File: config.mk
export PLATFORM = sky130hd
export DESIGN_NAME = redas_pe_ctrl_sequencer
export DESIGN_NICKNAME = d
export VERILOG_FILES = /design/src/rtl/redas_pe_pkg.sv /design/src/rtl/redas_pe_ctrl_sequencer.sv
export SDC_FILE = /design/constraint.sdc
export NUM_CORES = 1
export LEC_CHECK = 0
export CAP_MARGIN = 0
export CORE_ASPECT_RATIO = 0.75
export CORE_UTILIZATION = 28
export DETAILED_ROUTE_END_ITERATION = 10
export PLACE_DENSITY_LB_ADDON = 0.25
export SYNTH_ARGS = -nofsm -noshare
export SYNTH_HDL_FRONTEND = slang
export SYNTH_SLANG_ARGS = --single-unit
File: constraint.sdc
create_clock -name clk -period 7.4 [get_ports clk]
set_input_delay 1.85 -clock clk [delete_from_list [all_inputs] [get_ports clk]]
set_output_delay 1.85 -clock clk [all_outputs]
set_load 0.01 [all_outputs]
File: src/rtl/redas_pe_pkg.sv
// Shared types, mode encodings and helpers for the ReDAS PE control sequencer.
package redas_pe_pkg;

  typedef enum logic [1:0] {
    RB_WEIGHT = 2'd0,
    RB_OUTPUT = 2'd1,
    RB_INPUT  = 2'd2
  } redas_pe_roundabout_e;

  typedef enum logic [1:0] {
    SA_FIRST  = 2'd0,
    SA_SECOND = 2'd1,
    SA_THIRD  = 2'd2,
    SA_FOURTH = 2'd3
  } redas_pe_subarray_e;

  typedef enum logic [1:0] {
    ROLE_ORTHOGONAL = 2'd0,
    ROLE_PARALLEL   = 2'd1,
    ROLE_DIAGONAL   = 2'd2
  } redas_pr_role_e;

  typedef enum logic [2:0] {
    ST_IDLE    = 3'd0,
    ST_LOAD    = 3'd1,
    ST_COMPUTE = 3'd2,
    ST_DRAIN   = 3'd3,
    ST_DONE    = 3'd4
  } seq_state_e;

  localparam logic [1:0] DF_ILLEGAL     = 2'd3;
  localparam logic [4:0] CPM_IDLE       = 5'b11000;
  localparam logic [4:0] CPM_LOAD       = 5'b11010;
  localparam logic [4:0] CPM_DRAIN      = 5'b10000;
  localparam logic [4:0] CPM_COMPUTE_WS = 5'b00111;
  localparam logic [4:0] CPM_COMPUTE_OS = 5'b00101;
  localparam logic [4:0] CPM_COMPUTE_IS = 5'b00110;

  // Horizontal bit in [0], vertical bit in [1]; each direction disabled when set.
  function automatic logic [3:0] dmm_for_subarray(input logic [1:0] sa);
    return {~sa[1], ~sa[0], ~sa[1], ~sa[0]};
  endfunction

  // Next phase with a non-zero length after 'cur', falling through to DONE.
  function automatic seq_state_e next_phase(input seq_state_e cur, input logic load_nz,
                                            input logic comp_nz, input logic drain_nz);
    seq_state_e nxt;
    nxt = ST_DONE;
    case (cur)
      ST_IDLE: begin
        if (load_nz)       nxt = ST_LOAD;
        else if (comp_nz)  nxt = ST_COMPUTE;
        else if (drain_nz) nxt = ST_DRAIN;
      end
      ST_LOAD: begin
        if (comp_nz)       nxt = ST_COMPUTE;
        else if (drain_nz) nxt = ST_DRAIN;
      end
      ST_COMPUTE: begin
        if (drain_nz)      nxt = ST_DRAIN;
      end
      default: nxt = ST_DONE;
    endcase
    return nxt;
  endfunction

endpackage

File: src/rtl/redas_pe_ctrl_sequencer.sv
// Per-tile LOAD/COMPUTE/DRAIN sequencer driving the configuration inputs of a ReDAS PE.
module redas_pe_ctrl_sequencer
  import redas_pe_pkg::*;
#(
  parameter int CNT_WIDTH = 8
) (
  input  logic                 clk,
  input  logic                 rst,
  input  logic                 cmd_valid,
  output logic                 cmd_ready,
  input  logic [1:0]           cmd_dataflow,
  input  logic [1:0]           cmd_subarray,
  input  logic [1:0]           cmd_role,
  input  logic [CNT_WIDTH-1:0] cmd_load_len,
  input  logic [CNT_WIDTH-1:0] cmd_compute_len,
  input  logic [CNT_WIDTH-1:0] cmd_drain_len,
  input  logic                 hold,
  output logic [3:0]           data_movement_mode,
  output logic [4:0]           calculation_pattern_mode,
  output logic                 enable_right_angle_movement,
  output logic                 store_stationary,
  output logic                 busy,
  output logic                 done,
  output logic                 cmd_error
);

  seq_state_e           state_q, state_d;
  logic [CNT_WIDTH-1:0] cnt_q, cnt_d;
  logic [CNT_WIDTH-1:0] load_len_q, load_len_d;
  logic [CNT_WIDTH-1:0] compute_len_q, compute_len_d;
  logic [CNT_WIDTH-1:0] drain_len_q, drain_len_d;
  logic [CNT_WIDTH-1:0] entry_len;
  logic [1:0]           df_q, df_d, sa_q, sa_d, role_q, role_d;
  logic                 ready_q, ready_d, busy_q, busy_d, done_q, done_d;
  logic                 err_q, err_d, store_q, store_d, erm_q, erm_d;
  logic [3:0]           dmm_q, dmm_d;
  logic [4:0]           cpm_q, cpm_d;
  logic                 accept, drain_nz, in_phase;

  assign accept = cmd_valid & ready_q;

  always_comb begin
    state_d       = state_q;
    cnt_d         = cnt_q;
    load_len_d    = load_len_q;
    compute_len_d = compute_len_q;
    drain_len_d   = drain_len_q;
    df_d          = df_q;
    sa_d          = sa_q;
    role_d        = role_q;
    err_d         = 1'b0;
    entry_len     = '0;
    drain_nz      = 1'b0;

    if (state_q == ST_IDLE && accept && cmd_dataflow != DF_ILLEGAL) begin
      load_len_d    = cmd_load_len;
      compute_len_d = cmd_compute_len;
      drain_len_d   = cmd_drain_len;
      df_d          = cmd_dataflow;
      sa_d          = cmd_subarray;
      role_d        = cmd_role;
    end
    // DRAIN only exists for output-stationary tiles.
    drain_nz = (drain_len_d != '0) && (df_d == RB_OUTPUT);

    case (state_q)
      ST_IDLE: begin
        if (accept) begin
          if (cmd_dataflow == DF_ILLEGAL) err_d = 1'b1;
          else state_d = next_phase(ST_IDLE, load_len_d != '0, compute_len_d != '0, drain_nz);
        end
      end
      ST_LOAD, ST_COMPUTE, ST_DRAIN: begin
        if (!hold) begin
          if (cnt_q == '0)
            state_d = next_phase(state_q, load_len_d != '0, compute_len_d != '0, drain_nz);
          else
            cnt_d = cnt_q - CNT_WIDTH'(1);
        end
      end
      default: state_d = ST_IDLE;
    endcase

    case (state_d)
      ST_LOAD:    entry_len = load_len_d;
      ST_COMPUTE: entry_len = compute_len_d;
      ST_DRAIN:   entry_len = drain_len_d;
      default:    entry_len = '0;
    endcase
    if (state_d != state_q)
      cnt_d = (entry_len == '0) ? '0 : entry_len - CNT_WIDTH'(1);

    // Outputs are decoded from the next state so they line up with it after the edge.
    in_phase = (state_d == ST_LOAD) || (state_d == ST_COMPUTE) || (state_d == ST_DRAIN);
    ready_d  = (state_d == ST_IDLE);
    busy_d   = (state_d != ST_IDLE);
    done_d   = (state_d == ST_DONE);
    erm_d    = in_phase && (role_d != ROLE_PARALLEL);
    store_d  = (state_d == ST_LOAD) || (state_d == ST_COMPUTE && df_d == RB_OUTPUT);
    dmm_d    = (state_d == ST_IDLE) ? dmm_q : dmm_for_subarray(sa_d);
    case (state_d)
      ST_LOAD:    cpm_d = CPM_LOAD;
      ST_DRAIN:   cpm_d = CPM_DRAIN;
      ST_COMPUTE: cpm_d = (df_d == RB_WEIGHT) ? CPM_COMPUTE_WS :
                          (df_d == RB_OUTPUT) ? CPM_COMPUTE_OS : CPM_COMPUTE_IS;
      default:    cpm_d = CPM_IDLE;
    endcase
  end

  always_ff @(posedge clk) begin
    if (rst) begin
      state_q       <= ST_IDLE;
      cnt_q         <= '0;
      load_len_q    <= '0;
      compute_len_q <= '0;
      drain_len_q   <= '0;
      df_q          <= '0;
      sa_q          <= '0;
      role_q        <= '0;
      ready_q       <= 1'b1;
      busy_q        <= 1'b0;
      done_q        <= 1'b0;
      err_q         <= 1'b0;
      store_q       <= 1'b0;
      erm_q         <= 1'b0;
      dmm_q         <= 4'b1111;
      cpm_q         <= CPM_IDLE;
    end else begin
      state_q       <= state_d;
      cnt_q         <= cnt_d;
      load_len_q    <= load_len_d;
      compute_len_q <= compute_len_d;
      drain_len_q   <= drain_len_d;
      df_q          <= df_d;
      sa_q          <= sa_d;
      role_q        <= role_d;
      ready_q       <= ready_d;
      busy_q        <= busy_d;
      done_q        <= done_d;
      err_q         <= err_d;
      store_q       <= store_d;
      erm_q         <= erm_d;
      dmm_q         <= dmm_d;
      cpm_q         <= cpm_d;
    end
  end

  assign cmd_ready                   = ready_q;
  assign busy                        = busy_q;
  assign done                        = done_q;
  assign cmd_error                   = err_q;
  assign data_movement_mode          = dmm_q;
  assign calculation_pattern_mode    = cpm_q;
  assign enable_right_angle_movement = erm_q;
  // A stalled array must never latch stationary data, so hold gates this in the same cycle.
  assign store_stationary            = store_q & ~hold;

endmodule

==> impl_metrics.env <==
export IMPL_min_path_type="reg2reg"
export IMPL_synth_nets=406
export IMPL_ys_types=59
export IMPL_cts_resized=0
export IMPL_die_w_um=122
export IMPL_gp_congestion=0.894
export IMPL_finalCritPeriodShare_pct=79.2
export IMPL_initial_core_util_pct=29.0
export IMPL_cp_data_required_time_ns=7.61
export IMPL_synth_area_um2=3010
export IMPL_drive_gt1_share_pct=7.58
export IMPL_cp_common_cell="nand2_1"
export IMPL_power_frac_seq_pct=25.0
export IMPL_outcome="finished clean"
export IMPL_p_leak_nw=1.41
export IMPL_r2r_start="state_q[2]$_SDFF_PP0_"
export IMPL_p_clk_share_pct=16.5
export IMPL_final_setup_worst_slack_ns=1.54
export IMPL_start_kind="input port"
export IMPL_pwr_density_cell_nw_per_um2=433
export IMPL_antenna_diode_count=0
export IMPL_htreeDepth=2
export IMPL_nNetsFinal=445
export IMPL_io_pins=49
export IMPL_cp_cell_sequence="clkdlybuf4s50_1, nand2_1, nand4_1, buf_4, mux2_2, a21o_1, a2bb2oi_2, nand2_1, o221ai_1, o21ai_0, ha_1, a41oi_4, nand3_2, a221oi_2"
export IMPL_synth_ff_type="dfxtp_1"
export IMPL_yosysWarnings=0
export IMPL_grt_pass1_wl_um=13900
export IMPL_p_switching_uw=716
export IMPL_design_area_um2=3750
export IMPL_synthToLayoutAreaGrowth_pct=24.4
export IMPL_die_area_um2=11200
export IMPL_netlist_top_cells_area="dfxtp_1, nand2_1, nor2_1"
export IMPL_swShare_pct=44.1
export IMPL_antenna_found_initial=0
export IMPL_finClkSkew_ns=0.00647
export IMPL_whs_path_depth=2
export IMPL_max_slew_margin_pct=38.0
export IMPL_total_power_mw=1.62
export IMPL_clock_sinks=54
export IMPL_reg2reg_depth=13
export IMPL_clk_latency_ns=0.30
export IMPL_setup_viol=0
export IMPL_vias=2773
export IMPL_final_common_cell="nand2_1"
export IMPL_dr_pass1_iters=4
export IMPL_track_usage_pct=16.3
export IMPL_fin_tns_setup_ns=0
export IMPL_fin_cells=545
export IMPL_rsz0062_at_grt="false"
export IMPL_place_port_buffers=48
export IMPL_multiInputGateArea_um2=1790
export IMPL_worstMarginPinSlew_ns=0.930
export IMPL_grt_pass1_vias=2707
export IMPL_synth_edf_count=0
export IMPL_coreArea_um2=10400
export IMPL_synth_seq_cells=54
export IMPL_globalRouteOverflowTotal=0
export IMPL_slowest_delay_ns=0.62
export IMPL_drt_initial_drc_count=190
export IMPL_post_place_ws_ns=1.30
export IMPL_clk_pin_slew_ns=0.07
export IMPL_period_minus_slack_ns=5.86
export IMPL_postLayoutCoreUtil_pct=36.1
export IMPL_hpwl_um=6420
export IMPL_grt_max_degree=51
export IMPL_rrSetupSlack_ns=3.01
export IMPL_hold_viol=0
export IMPL_nFillCells=1063
export IMPL_wl_um=8490
export IMPL_syn_inst=369
export IMPL_cts_root_buf="clkbuf_16"
export IMPL_cap_violations=0
export IMPL_power_frac_comb_pct=58.5
export IMPL_end_kind="register"
export IMPL_report_final_slew_viol_count=0
export IMPL_final_cell_mix="nand2_1, dfxtp_1, nor2_1, clkdlybuf4s50_1, a21oi_1"
export IMPL_yosysTopAreaCellShare_pct=35.9
export IMPL_hold_path_startpoint="role_q[0]$_SDFF_PP0_"
export IMPL_cts_tree="built"
export IMPL_synth_yosys_seq_area_share_pct=35.9
export IMPL_synth_top_area_cell="dfxtp_1"
export IMPL_via_per_inst=5.09
export IMPL_clockBufferDepth=2
export IMPL_wire_per_inst_um=15.6
export IMPL_crit_fanout=40
export IMPL_ant_nets=0
export IMPL_postCtsSetupBuffers=0
export IMPL_max_freq_ghz=0.171
export IMPL_seq_area_um2=1080
export IMPL_fp_dieH_um=91.8
export IMPL_slowest_stage="a2bb2oi_2"
export IMPL_row_count=32
export IMPL_syn_area_per_cell_um2=8.16
export IMPL_cts_buffers=5
export IMPL_place_inst=537
export IMPL_hold_buffers=0
export IMPL_synthArstFlopShare_pct=0
export IMPL_whs_endpoint="role_q[0]$_SDFF_PP0_"
export IMPL_drc=0
export IMPL_postPlaceCellArea_um2=3580
export IMPL_whs_ns=0.452
export IMPL_crit_start="cmd_dataflow[1]"
export IMPL_critPathKind="in2reg"
export IMPL_vdd_drop_max_uv=161
export IMPL_r2r_end="cnt_q[5]$_SDFFE_PP0P_"
export IMPL_p_int_uw=908
export IMPL_cp_arrival_ns=6.07
-- cells in the mapped netlist (3+ instances only) --
master,instances
a211o_1,3
a211oi_1,5
a21oi_1,29
a22oi_1,3
buf_2,4
clkbuf_1,9
dfxtp_1,54
ha_1,3
inv_1,12
mux2_2,3
mux2i_1,17
nand2_1,58
nand3_1,8
nand4_1,5
nor2_1,47
nor2b_1,5
nor3_1,17
nor3b_1,3
nor4_1,11
o21ai_0,7
o221ai_1,4
o22ai_1,3
o32ai_1,3
xnor2_1,8
xor2_1,3
-- final cells by class --
class                   count  share of cell area (%)
repair buffers             51                    13.3
flip-flops and latches     54                    28.8
inverters                  12                    1.20
clock buffers               6                    3.44
multi-input cells         284                    47.7
clock inverters             2                    1.00
well taps                 136                    4.54
-- worst max-delay path: cells and delay by family --
family,cells,cell delay [ns]
AND/OR/NAND/NOR,4,0.64
multiplexers,1,0.45
adder cells (fa/ha/maj),1,0.29
buffers and inverters,2,1.01
AO/OA/AOI/OAI,6,1.79
-- worst max-delay path by stage --
stage | slack [ns] | cells after the start | to
finish | 1.54 | 14 | cnt_q[5]$_SDFFE_PP0P_
global route | 1.22 | 14 | cnt_q[5]$_SDFFE_PP0P_
CTS | 1.61 | 14 | cnt_q[5]$_SDFFE_PP0P_
detailed placement | 1.30 | 14 | cnt_q[5]$_SDFFE_PP0P_
global placement | 1.49 | 14 | cnt_q[5]$_SDFFE_PP0P_
floorplan | 2.90 | 14 | cnt_q[4]$_SDFFE_PP0P_
-- power groups by stage --
stage	clock network [mW]	logic, mW	registers, mW
2_1_floorplan	0	0.719	0.400
3_3_place_gp	0	0.927	0.410
3_5_place_dp	0	0.939	0.412
4_1_cts	0.275	0.944	0.406
5_1_grt	0.287	1.05	0.416
6_report	0.268	0.949	0.407
-- registers in the layout, indices dropped and copies added (netlist names), 2 cells and up --
signal and cells:
calculation_pattern_mode 5, compute_len_q 8, data_movement_mode 2, cnt_q 8, df_q 2, sa_q 2, load_len_q 8, role_q 2
drain_len_q 8, state_q 3
-- logic make-up after synthesis --
group	synth area share [%]
fa+ha+maj	1.25
xor+xnor	3.20
buf+inv	4.78
compound gates	21.8
mux	6.77
simple gates	26.3
flops	35.9
-- routing by layer --
layer	up-vias	track usage [%]	share of wire, %
met3	8	3.61	5.0
met5	-	0	0
met1	1289	23.7	52
li1	1403	-	-
met4	0	5.14	1.2
met2	73	23.7	41
(Power assumes the default switching activity.)
